==> config.mk <==
export PLATFORM = sky130hd
export DESIGN_NAME = ula_8bits
export DESIGN_NICKNAME = d
export VERILOG_FILES = /design/src/rtl/ula_8bits.sv
export SDC_FILE = /design/constraint.sdc
export NUM_CORES = 1
export LEC_CHECK = 0
export ABC_AREA = 1
export ABC_CLOCK_PERIOD_IN_PS = 7800
export BUFFER_PORTS_ARGS = -buffer_cell sky130_fd_sc_hd__buf_4
export CORE_AREA = 3 3 81 83
export DETAILED_ROUTE_END_ITERATION = 8
export DIE_AREA = 0 0 84 86
export PLACE_DENSITY = 0.7
export SLEW_MARGIN = 25
export SYNTH_ARGS = -nofsm -noshare
export SYNTH_HDL_FRONTEND = slang
export SYNTH_SLANG_ARGS = --single-unit
==> constraint.sdc <==
create_clock -name clk -period 7.8 [get_ports clk]
set_clock_uncertainty 0.1 [all_clocks]
set_input_delay 1.17 -clock clk [delete_from_list [all_inputs] [get_ports clk]]
set_output_delay 1.17 -clock clk [all_outputs]
set_load 0.01 [all_outputs]
==> src/rtl/ula_8bits.sv <==
// 8-bit ALU with the 74181 function set (active-high data and carry-in),
// with a combinational result path and a one-cycle registered copy.
module ula_8bits (
    input  logic       clk,
    input  logic       rst,
    input  logic [7:0] a,
    input  logic [7:0] b,
    input  logic [3:0] s,
    input  logic       m,
    input  logic       c_in,
    output logic [7:0] f,
    output logic       c_out,
    output logic       a_eq_b,
    output logic [7:0] f_q,
    output logic       c_out_q,
    output logic       a_eq_b_q
);

    // First adder operand for each arithmetic select.
    function automatic logic [7:0] arith_x(input logic [3:0] sel,
                                           input logic [7:0] op_a,
                                           input logic [7:0] op_b);
        logic [7:0] x;
        x = 8'h00;
        case (sel)
            4'd0, 4'd4, 4'd6, 4'd8, 4'd9,
            4'd12, 4'd15: x = op_a;
            4'd1, 4'd5, 4'd13: x = op_a | op_b;
            4'd2, 4'd10, 4'd14: x = op_a | ~op_b;
            4'd3:  x = 8'h00;
            4'd7:  x = op_a & ~op_b;
            4'd11: x = op_a & op_b;
            default: x = 8'h00;
        endcase
        return x;
    endfunction

    // Second adder operand for each arithmetic select.
    function automatic logic [7:0] arith_y(input logic [3:0] sel,
                                           input logic [7:0] op_a,
                                           input logic [7:0] op_b);
        logic [7:0] y;
        y = 8'h00;
        case (sel)
            4'd0, 4'd1, 4'd2: y = 8'h00;
            4'd3, 4'd7, 4'd11, 4'd15: y = 8'hFF;
            4'd4, 4'd5: y = op_a & ~op_b;
            4'd6: y = ~op_b;
            4'd8, 4'd10: y = op_a & op_b;
            4'd9: y = op_b;
            4'd12, 4'd13, 4'd14: y = op_a;
            default: y = 8'h00;
        endcase
        return y;
    endfunction

    // Selects whose result is "minus one" style report a borrow, not a carry.
    function automatic logic is_borrow_sel(input logic [3:0] sel);
        return (sel == 4'd3) || (sel == 4'd6) || (sel == 4'd7) ||
               (sel == 4'd11) || (sel == 4'd15);
    endfunction

    function automatic logic [7:0] logic_f(input logic [3:0] sel,
                                           input logic [7:0] op_a,
                                           input logic [7:0] op_b);
        logic [7:0] r;
        r = 8'h00;
        case (sel)
            4'd0:  r = ~op_a;
            4'd1:  r = ~(op_a | op_b);
            4'd2:  r = ~op_a & op_b;
            4'd3:  r = 8'h00;
            4'd4:  r = ~(op_a & op_b);
            4'd5:  r = ~op_b;
            4'd6:  r = op_a ^ op_b;
            4'd7:  r = op_a & ~op_b;
            4'd8:  r = ~op_a | op_b;
            4'd9:  r = ~(op_a ^ op_b);
            4'd10: r = op_b;
            4'd11: r = op_a & op_b;
            4'd12: r = 8'hFF;
            4'd13: r = op_a | ~op_b;
            4'd14: r = op_a | op_b;
            4'd15: r = op_a;
            default: r = 8'h00;
        endcase
        return r;
    endfunction

    logic [7:0] op_x;
    logic [7:0] op_y;
    logic [8:0] sum;

    always_comb begin
        op_x = arith_x(s, a, b);
        op_y = arith_y(s, a, b);
        sum  = {1'b0, op_x} + {1'b0, op_y} + {8'h00, c_in};
    end

    always_comb begin
        f     = 8'h00;
        c_out = 1'b0;
        if (m) begin
            f     = logic_f(s, a, b);
            c_out = 1'b0;
        end else begin
            f     = sum[7:0];
            c_out = is_borrow_sel(s) ? ~sum[8] : sum[8];
        end
        a_eq_b = (f == 8'hFF);
    end

    // Registered stage: loads every cycle, cleared asynchronously.
    always_ff @(posedge clk or posedge rst) begin
        if (rst) begin
            f_q      <= 8'h00;
            c_out_q  <= 1'b0;
            a_eq_b_q <= 1'b0;
        end else begin
            f_q      <= f;
            c_out_q  <= c_out;
            a_eq_b_q <= a_eq_b;
        end
    end

endmodule

==> impl_metrics.json <==
{
  "run_status": "completed",
  "pin_count": 44,
  "fin_cells": 637,
  "clkSlewWorstSetupHoldPaths_ns": 0.05,
  "routed_wirelength_um": 10300,
  "path_max_fanout": 13,
  "antenna_found_initial": 0,
  "holdWs_ns": 0.812,
  "power_leakage_nw": 1.95,
  "port_buffers": 43,
  "firstDrtPassIters": 5,
  "clock-sinks": 10,
  "fin_ws_ns": 2.12,
  "area_growth_pct": 14.2,
  "finalPower_mw": 0.371,
  "synth-main-ff-cell": "dfrtp_1",
  "clock_path_buffers": 2,
  "synth_most_common_cell": "nand2_1",
  "dpl.hpwl_um": 7860,
  "power_density_nw_per_um2": 110,
  "grt_pass1_wl_um": 16200,
  "cts_resized": 0,
  "fp.dieArea_um2": 7220,
  "synth_edf_count": 0,
  "core-area_um2": 5920,
  "place_inst": 633,
  "synth_cell_types": 32,
  "slew_headroom_pct": 40.7,
  "avgSynthCellArea_um2": 5.63,
  "ys_top_cells_by_area": "nand2_1, ha_1, inv_1",
  "path_cells": "buf_4 > nand2_4 > inv_2 > o211ai_2 > o221ai_1 > o22ai_1 > fa_1 > inv_1 > fa_1 > nand3_1 > nand3_1 > nand2_1 > nand2_1 > nand2_1 > nand2_1 > a21oi_1 > o21ai_0 > a21oi_1 > buf_4",
  "synth_commonest_cells": "nand2_1, inv_1, nand3_1, ha_1, nor2_1",
  "grt_usage_pct": 28.4,
  "startpoint": "s[2]",
  "max_stage_delay_ns": 0.55,
  "ant_nets": 0,
  "wire_per_inst_um": 16.1,
  "use_met3_pct": 4.51,
  "viasPerCell": 5.41,
  "fmax_mhz": 176,
  "hold_viol_final": 0,
  "design_area_um2": 3370,
  "tightestPinTransition_ns": 0.887,
  "async_flop_share_pct": 100,
  "path_buf_inv": 4,
  "post_dp_cell_area_um2": 3310,
  "postCtsSetupRepairBufs": 0,
  "drc_errors": 0,
  "ys_ff_latch": 10,
  "antenna_cells": 0,
  "use_met1_pct": 37.5,
  "final_core_util_pct": 56.9,
  "cts_tree": "yes",
  "synth_fp_nets": 589,
  "cpMaxStageDelayCell": "o211ai_2",
  "critPathCaptureType": "primary output",
  "synthCells": 524,
  "arrival_ns": 4.41,
  "syn_area_um2": 2950,
  "ir_worst_vdd_v": 0.000103,
  "critPathLaunchType": "primary input",
  "critical_path.endpoint": "c_out",
  "die_w_um": 84,
  "path_class": "in -> out",
  "globalplace.congestion": 0.980,
  "layout_min_cycle_time_ns": 5.68,
  "ys_seq_area_share_pct": 8.49,
  "pre_cts_slack_ns": 2.17,
  "clockRootBuffer": "clkbuf_8",
  "final-setup-viol-count": 0,
  "start_util_pct": 49.8,
  "num_rows": 28,
  "grt_max_degree": 16,
  "dr_total_vias": 3445,
  "finalCritPeriodShare_pct": 72.8,
  "die_height_um": 86,
  "cp.depth": 19,
  "yosysTopAreaCell": "nand2_1",
  "grt_pass1_vias": 3210,
  "hold_class": "in -> async",
  "synth_top_area_share_pct": 21.8,
  "cp_common_cell": "nand2_1",
  "grt-ovfl-total": 0,
  "grt_setup_unrepaired": "false",
  "numCtsBuffers": 3,
  "grt.busiest_layer": "met2",
  "drive_gt1_share_pct": 13.3,
  "htreeDepth": 1,
  "grtUsageMet2_pct": 45.0,
  "maxCapViolCount": 0,
  "required_ns": 6.53,
  "fin_tns_setup_ns": 0,
  "critPathTopFamily": "compound AO/OA/AOI/OAI gates",
  "fin_nets": 628,
  "drtIter0Drc": 267,
  "ys_warn_count": 0,
  "holdBufCountCts": 0,
  "slew_viol_final": 0
}
layout by cell type, fill, tap and decap left out, types with 3 or more instances in the layout:
master,synthesis,final
nand3_1,54,54
inv_1,108,108
nor2_2,3,3
o21ai_0,16,16
buf_4,3,45
o22ai_1,9,9
o2111ai_1,7,7
a221oi_1,3,3
ha_1,39,39
nand2_4,3,3
a21oi_1,13,13
clkbuf_8,0,4
nand3b_1,6,6
dfrtp_1,10,10
o221ai_1,6,6
inv_2,5,5
nand4_1,5,5
nand2_2,6,6
nor2_4,5,5
nand2_1,171,171
nor2_1,32,32
sequential cells by signal (all words and copies together), names as in the netlist:
signal / flops
c_out_q: 1
a_eq_b_q: 1
f_q: 8
layout make-up:
class | count | area, µm²
Multi-Input combinational cell | 388 | 2200
Tap cell | 75 | 93.8
Fill cell | 621 | 2550
Clock buffer | 4 | 55.1
Timing Repair Buffer | 45 | 338
Sequential cell | 10 | 250
Inverter | 115 | 432
kinds of logic (layout without fill, tap and decap cells):
kind of cell	Yosys count	count (layout)	synth area share, %
simple gates	288	288	43.6
buf+inv	126	164	16.9
compound gates	59	59	13.1
fa+ha+maj	41	41	17.9
flops	10	10	8.49
how the worst min path moves through the flow:
stage | startpoint | endpoint | slack (ns) | cells past startpoint
floorplan | rst | a_eq_b_q$_DFF_PP0_ | 0.91 | 1
global placement | rst | f_q[5]$_DFF_PP0_ | 1.07 | 2
detailed placement | rst | f_q[5]$_DFF_PP0_ | 1.08 | 2
CTS | rst | f_q[1]$_DFF_PP0_ | 0.82 | 2
global route | rst | a_eq_b_q$_DFF_PP0_ | 0.84 | 2
finish | rst | f_q[0]$_DFF_PP0_ | 0.81 | 2
routing by layer:
metal	wire (µm)	part of all wire [%]
met2	4420	43
met4	480	4.7
met5	0	0
met3	991	9.6
met1	4390	43
power by group:
group	switching (mW)	internal, mW
sequential	0.00274	0.0624
clock	0.0227	0.0446
combinational	0.146	0.0924
total	0.171	0.199
Power figures use the tool's default switching activity.
